[config.mk]
export PLATFORM = sky130hd
export DESIGN_NAME = uart_tx
export DESIGN_NICKNAME = d
export VERILOG_FILES = /design/src/rtl/uart_pkg.sv /design/src/rtl/uart_baud_counter.sv /design/src/rtl/uart_tx.sv
export SDC_FILE = /design/constraint.sdc
export NUM_CORES = 1
export LEC_CHECK = 0
export CORE_MARGIN = 5
export CORE_UTILIZATION = 45
export DETAILED_ROUTE_END_ITERATION = 8
export PLACE_DENSITY_LB_ADDON = 0.2
export SYNTH_ARGS = -nofsm -noshare
export SYNTH_HDL_FRONTEND = slang
export SYNTH_HIERARCHICAL = 1
export SYNTH_SLANG_ARGS = --single-unit
[constraint.sdc]
create_clock -name clk_i -period 5.1 [get_ports clk_i]
set_input_delay 0.51 -clock clk_i [delete_from_list [all_inputs] [get_ports clk_i]]
set_output_delay 0.51 -clock clk_i [all_outputs]
set_load 0.005 [all_outputs]
[src/rtl/uart_pkg.sv]
// Shared UART definitions: transmitter state encoding, parity modes and the
// effective-divisor helper used by both the TX and RX baud counters.
package uart_pkg;

    typedef enum logic [2:0] {
        TX_IDLE   = 3'd0,
        TX_FETCH  = 3'd1,
        TX_START  = 3'd2,
        TX_DATA   = 3'd3,
        TX_PARITY = 3'd4,
        TX_STOP   = 3'd5
    } tx_state_t;

    localparam int PARITY_NONE = 0;
    localparam int PARITY_EVEN = 1;
    localparam int PARITY_ODD  = 2;

    // A programmed divisor of zero behaves as one clock per bit.
    function automatic logic [15:0] baud_eff(input logic [15:0] div);
        return (div == 16'd0) ? 16'd1 : div;
    endfunction

endpackage

[src/rtl/uart_baud_counter.sv]
// Bit-period timer: latches a divisor on start_i and flags the last clock of
// every bit period; also tells the caller whether the next clock is one.
module uart_baud_counter
    import uart_pkg::*;
(
    input  logic        clk_i,
    input  logic        rst_i,
    input  logic        start_i,
    input  logic [15:0] div_i,
    output logic        bit_end_o,
    output logic        bit_end_next_o
);

    logic [15:0] div_q;
    logic [15:0] div_d;
    logic [15:0] cnt_q;
    logic [15:0] cnt_d;
    logic [15:0] div_eff;

    assign div_eff = baud_eff(div_i);

    // Next-state: load on start, reload after each period end, else count down.
    always_comb begin
        div_d = div_q;
        cnt_d = cnt_q;
        if (start_i) begin
            div_d = div_eff;
            cnt_d = div_eff - 16'd1;
        end else if (cnt_q == 16'd0) begin
            cnt_d = div_q - 16'd1;
        end else begin
            cnt_d = cnt_q - 16'd1;
        end
    end

    // Divisor and counter registers.
    always_ff @(posedge clk_i or posedge rst_i) begin
        if (rst_i) begin
            div_q <= 16'd1;
            cnt_q <= 16'd0;
        end else begin
            div_q <= div_d;
            cnt_q <= cnt_d;
        end
    end

    assign bit_end_o      = (cnt_q == 16'd0);
    assign bit_end_next_o = (cnt_d == 16'd0);

endmodule

[src/rtl/uart_tx.sv]
// UART transmitter: pops words from the TX FIFO and serialises them as
// start / data (LSB first) / optional parity / stop bits at a runtime baud rate.
module uart_tx
    import uart_pkg::*;
#(
    parameter int WORD      = 8,
    parameter int PARITY    = 0,
    parameter int STOP_BITS = 1
) (
    input  logic            clk_i,
    input  logic            rst_i,
    input  logic            tx_en_i,
    input  logic [15:0]     baud_div_i,
    input  logic            fifo_empty_i,
    input  logic [WORD-1:0] fifo_data_i,
    output logic            fifo_rd_o,
    output logic            tx_o,
    output logic            busy_o,
    output logic            done_o
);

    localparam logic [2:0] LAST_IDX  = 3'(WORD - 1);
    localparam logic       STOP_LAST = (STOP_BITS == 2) ? 1'b1 : 1'b0;

    tx_state_t       state_q;
    logic [WORD-1:0] shift_q;
    logic [2:0]      bit_idx_q;
    logic            stop_idx_q;
    logic            par_q;
    logic            tx_q;
    logic            busy_q;
    logic            done_q;
    logic            baud_start;
    logic            bit_end;
    logic            bit_end_next;

    function automatic logic parity_of(input logic [WORD-1:0] data);
        return (PARITY == PARITY_ODD) ? ~^data : ^data;
    endfunction

    // Reset is folded in so no pop can be issued while the block is held in reset.
    assign fifo_rd_o  = (state_q == TX_IDLE) & tx_en_i & ~fifo_empty_i & ~rst_i;
    assign baud_start = (state_q == TX_FETCH);

    uart_baud_counter u_baud (
        .clk_i          (clk_i),
        .rst_i          (rst_i),
        .start_i        (baud_start),
        .div_i          (baud_div_i),
        .bit_end_o      (bit_end),
        .bit_end_next_o (bit_end_next)
    );

    // Frame FSM with registered line, busy and done outputs.
    always_ff @(posedge clk_i or posedge rst_i) begin
        if (rst_i) begin
            state_q    <= TX_IDLE;
            shift_q    <= '0;
            bit_idx_q  <= 3'd0;
            stop_idx_q <= 1'b0;
            par_q      <= 1'b0;
            tx_q       <= 1'b1;
            busy_q     <= 1'b0;
            done_q     <= 1'b0;
        end else begin
            done_q <= 1'b0;
            case (state_q)
                TX_IDLE: begin
                    if (fifo_rd_o) begin
                        state_q <= TX_FETCH;
                        busy_q  <= 1'b1;
                    end
                end
                TX_FETCH: begin
                    shift_q <= fifo_data_i;
                    par_q   <= parity_of(fifo_data_i);
                    tx_q    <= 1'b0;
                    state_q <= TX_START;
                end
                TX_START: begin
                    if (bit_end) begin
                        tx_q      <= shift_q[0];
                        shift_q   <= {1'b0, shift_q[WORD-1:1]};
                        bit_idx_q <= LAST_IDX;
                        state_q   <= TX_DATA;
                    end
                end
                TX_DATA: begin
                    if (bit_end) begin
                        if (bit_idx_q != 3'd0) begin
                            tx_q      <= shift_q[0];
                            shift_q   <= {1'b0, shift_q[WORD-1:1]};
                            bit_idx_q <= bit_idx_q - 3'd1;
                        end else if (PARITY != PARITY_NONE) begin
                            tx_q    <= par_q;
                            state_q <= TX_PARITY;
                        end else begin
                            tx_q       <= 1'b1;
                            stop_idx_q <= STOP_LAST;
                            done_q     <= (STOP_LAST == 1'b0) && bit_end_next;
                            state_q    <= TX_STOP;
                        end
                    end
                end
                TX_PARITY: begin
                    if (bit_end) begin
                        tx_q       <= 1'b1;
                        stop_idx_q <= STOP_LAST;
                        done_q     <= (STOP_LAST == 1'b0) && bit_end_next;
                        state_q    <= TX_STOP;
                    end
                end
                TX_STOP: begin
                    // done_q is raised one clock early so it lines up with the final stop clock.
                    if (bit_end) begin
                        if (stop_idx_q == 1'b0) begin
                            state_q <= TX_IDLE;
                            busy_q  <= 1'b0;
                        end else begin
                            stop_idx_q <= 1'b0;
                            done_q     <= bit_end_next;
                        end
                    end else begin
                        done_q <= (stop_idx_q == 1'b0) && bit_end_next;
                    end
                end
                default: begin
                    state_q <= TX_IDLE;
                    tx_q    <= 1'b1;
                    busy_q  <= 1'b0;
                end
            endcase
        end
    end

    assign tx_o   = tx_q;
    assign busy_o = busy_q;
    assign done_o = done_q;

endmodule

==> results.md <==
- Net Sw Frac: 32.8%
- Hpwl dp: 4670 um
- DRC: 0
- RD Place Congestion: 0.870
- CP required: roughly 5.3 ns
- Mapped cell area: 2810 um2
- Worst Setup End Kind: flip-flop
- Post-Route Skew: 0.00668 ns
- Final Util: 54.8%
- Mapped Nets: 322
- Final total power: a little over 1000 uW
- EDFF count, synth: 0
- Min-delay worst type: flip-flop to flip-flop
- Core footprint: 5990 um2
- Worst Reg-to-Reg Cells: 11
- Largest family of logic cells by synthesized area: compound AO/OA/AOI/OAI gates
- Worst rel slew slack: 56.8%
- Final Cycle Share: 74.5%
- GRT overflow: 0
- Initial antenna violation count: 0
- Syn Inst Count: 290
- Post-route setup slack: 1.30 ns
- YS warnings: 6
- Initial cell density of the core: 46.8%
- Worst Hold Endpoint: u_baud/div_q[5]$_DFFE_PP0P_
- Maximum vdd drop: 0.226 mV
- Fill count: 567
- Leakage: 0.00135 uW
- Setup repair bufs after CTS: 0
- Primary FF master, synth: dfrtp_1
- I/O Pins: 32
- Hold_sp: u_baud/div_q[5]$_DFFE_PP0P_
- Root Driver: clkbuf_8
- Layout Nets: 350
- Hold Vio Cnt, Final: 0
- Critical path type: flip-flop to flip-flop
- R2R Setup Slk: 1.30 ns
- Startpoint types: flip-flop
- Routed vias/inst: 5.53
- Die area: 7920 um2
- Die X-Extent: 89.0 um
- Synth Area in Compound Gates: about a fifth
- CP max FO: 49
- CTS tree: done
- Seq/Total Area, Yosys: between 40% and 50%
- Outcome: completed
- Share of layout cells above drive strength 1: about an eighth
- H-tree depth: 2
- FP Rows: 28
- Power per Cell Area: 309 nW/um2
- Simple-gate area share of the yosys netlist: a little under a fifth
- Comb power frac: 28.1%
- Insertion delay to the later sink of the worst-skew pair: 0.31 ns
- Peak Freq: 263 MHz
- Adder-cell share of the synthesized area: 1.78%
- DRT Wirelength: 6390 um
- Slew @ Worst Pin: 0.648 ns
- #FFs+latches synth: 49
- Setup TNS: 0 ns
- First-pass GRT wire length: between 10,000 and 15,000 um
- Post-route minimum period: 3.80 ns
- Chip height: 89.0 um
- ANT nets after route: 0
- Arrival time worst endpoint: between 4 and 5 ns
- Num CTS Buffers: 5
- Flop pwr share: 47.3%
- Max-slew violation count: 0
- Synth Area in XOR/XNOR: 3.74%
- Initial DRC count: 71
- Vias in the first global route: 2,212
- Setup violations, final: 0
- P&R area growth vs syn: 16.9%
- First-pass iteration count of the detailed router: 4
- PostCTS Resize Cnt: 0
- Multiplexer share of the synthesized area: 7.18%
- Total GRT Usage: 17.6%
- Unrepaired setup endpoints after global routing: false
- PortBufs: 31
- Max-cap viol count: 0
- Synth cell types: 61
- Cell internal pwr: between 600 and 700 uW
- CTS max path bufs: 2
- Worst R2R Start: state_q[0]$_DFFE_PP0P_
- DR vias: 2,180
- CTS sink count: 49
- Hold Path Depth: 1
- Pin count of the biggest net entering global routing: 50
- Asr flop ratio synth: 100%
- Setup WS pre-CTS: between 1 and 1.5 ns
- Clk pin slew, worst setup/hold paths: 0.09 ns
- Inserted Diodes: 0
- WL/cell: 16.2 um
- Hold_buf cts: 0
- Clock power share: 24.6%
- P_sw: 333 uW
- RR Endpoint: done_o$_DFF_PP0_
- Syn_area_per_cell: 9.68 um2
-- worst max-delay path, stage by stage (launching register included) --
cell and delay, ns:
dfrtp_1 0.71, nor3b_2 0.29, buf_4 0.43, mux2_1 0.38, a31oi_2 0.23, ha_1 0.26, nand4_2 0.18, xnor2_1 0.19
or4_1 0.50, nor4_1 0.16, and4b_1 0.22, a21boi_0 0.17
-- synth_stat cells, drive strengths merged (2+ instances only) --
cell / count / area [um2]
inv: 27 / 101
nor2: 14 / 52.6
nand2: 31 / 116
nand4: 3 / 25.0
nand3: 4 / 20.0
a211oi: 2 / 15.0
nor2b: 4 / 32.5
ha: 4 / 50.1
o221ai: 3 / 26.3
buf: 9 / 46.3
nand2b: 4 / 25.0
o21ai: 22 / 110
xor2: 3 / 26.3
mux2: 17 / 191
o22ai: 2 / 12.5
a21boi: 4 / 30.0
a41oi: 4 / 35.0
dfstp: 2 / 52.6
a311oi: 4 / 52.6
xnor2: 9 / 78.8
nor4: 10 / 62.6
a21o: 2 / 15.0
o2bb2ai: 2 / 17.5
nor3b: 5 / 37.5
nand3b: 2 / 15.0
a31oi: 7 / 56.3
or2: 2 / 12.5
nor3: 11 / 60.1
dfrtp: 47 / 1180
a21oi: 7 / 38.8
clkbuf: 5 / 18.8
-- logic make-up (layout without fill, tap and decap cells) --
| kind of cell | count (synthesis) | in the layout |
|---|---|---|
| AOI/OAI and AO/OA | 69 | 69 |
| xor gates and xnor gates | 12 | 12 |
| adders and majority gates | 4 | 4 |
| buffers and inverters | 41 | 70 |
| DFF | 49 | 49 |
| muxes | 18 | 18 |
| and+or+nand+nor | 97 | 97 |
-- per-stage QoR --
step | instances | hold WS [ns] | instance area (um2)
final | 394 | 0.481 | 3280
after global routing | 394 | 0.507 | 3280
after CTS | 394 | 0.487 | 3280
after detailed placement | 386 | 0.464 | 3180
after global placement | 386 | 0.459 | 3180
after floorplan | 290 | 0.435 | 2810
-- cells in the final DEF (no fill, tap or decap), types with 3 or more instances in the layout --
cell type and count:
o21ai_1 4, nor3b_1 4, nor3_1 10, a21boi_0 3, nand2b_1 4, nor2_1 14
nand2_1 31, buf_4 4, xnor2_1 9, o221ai_1 3, a311oi_1 3, o21ai_0 18
a41oi_1 4, xor2_1 3, a31oi_1 5, nor4_1 10, dfrtp_1 47, nand3_1 4
inv_1 27, ha_1 4, clkbuf_8 7, mux2_2 16, a21oi_1 6, clkdlybuf4s50_1 31
nor2b_1 3
-- worst max-delay path by stage --
stage                           startpoint                to  cells past startpoint
floorplan           state_q[1]$_DFFE_PP0P_  done_o$_DFF_PP0_                     12
global placement    state_q[0]$_DFFE_PP0P_  done_o$_DFF_PP0_                     11
detailed placement  state_q[0]$_DFFE_PP0P_  done_o$_DFF_PP0_                     11
finish              state_q[0]$_DFFE_PP0P_  done_o$_DFF_PP0_                     11
global route        state_q[0]$_DFFE_PP0P_  done_o$_DFF_PP0_                     11
CTS                 state_q[0]$_DFFE_PP0P_  done_o$_DFF_PP0_                     11
-- power by group through the flow --
stage	combinational (uW)	sequential [uW]	clock, uW
final	285	480	250
after floorplan	205	474	0
after global placement	281	485	0
after global routing	318	485	277
after CTS	285	478	259
after detailed placement	283	485	0
-- routing by layer --
metal | wire (um) | part of all wire (%) | up-vias | track usage (%)
li1 | - | - | 1095 | -
met1 | 2960 | 46 | 1040 | 23.5
met2 | 3030 | 47 | 39 | 29.2
met3 | 336 | 5.3 | 6 | 3.23
met4 | 62 | 0.97 | 0 | 5.28
met5 | 0 | 0 | - | 0
-- sequential cells by signal, summed over array words and instances, names as in the netlist --
signal and cells:
done_o 1, u_baud/cnt_q 16, bit_idx_q 3, busy_o 1, state_q 3, shift_q 8
u_baud/div_q 16, tx_o 1
-- area by class of cell --
type	instances	area (um2)	share of cell area, %
clock inverters	1	5.00	0.152
multi-input cells	200	1420	43.2
repair buffers	35	340	10.4
flip-flops and latches	49	1230	37.4
inverters	27	101	3.09
clock buffers	7	96.3	2.94
well taps	75	93.8	2.86
(Power assumes the default switching activity.)
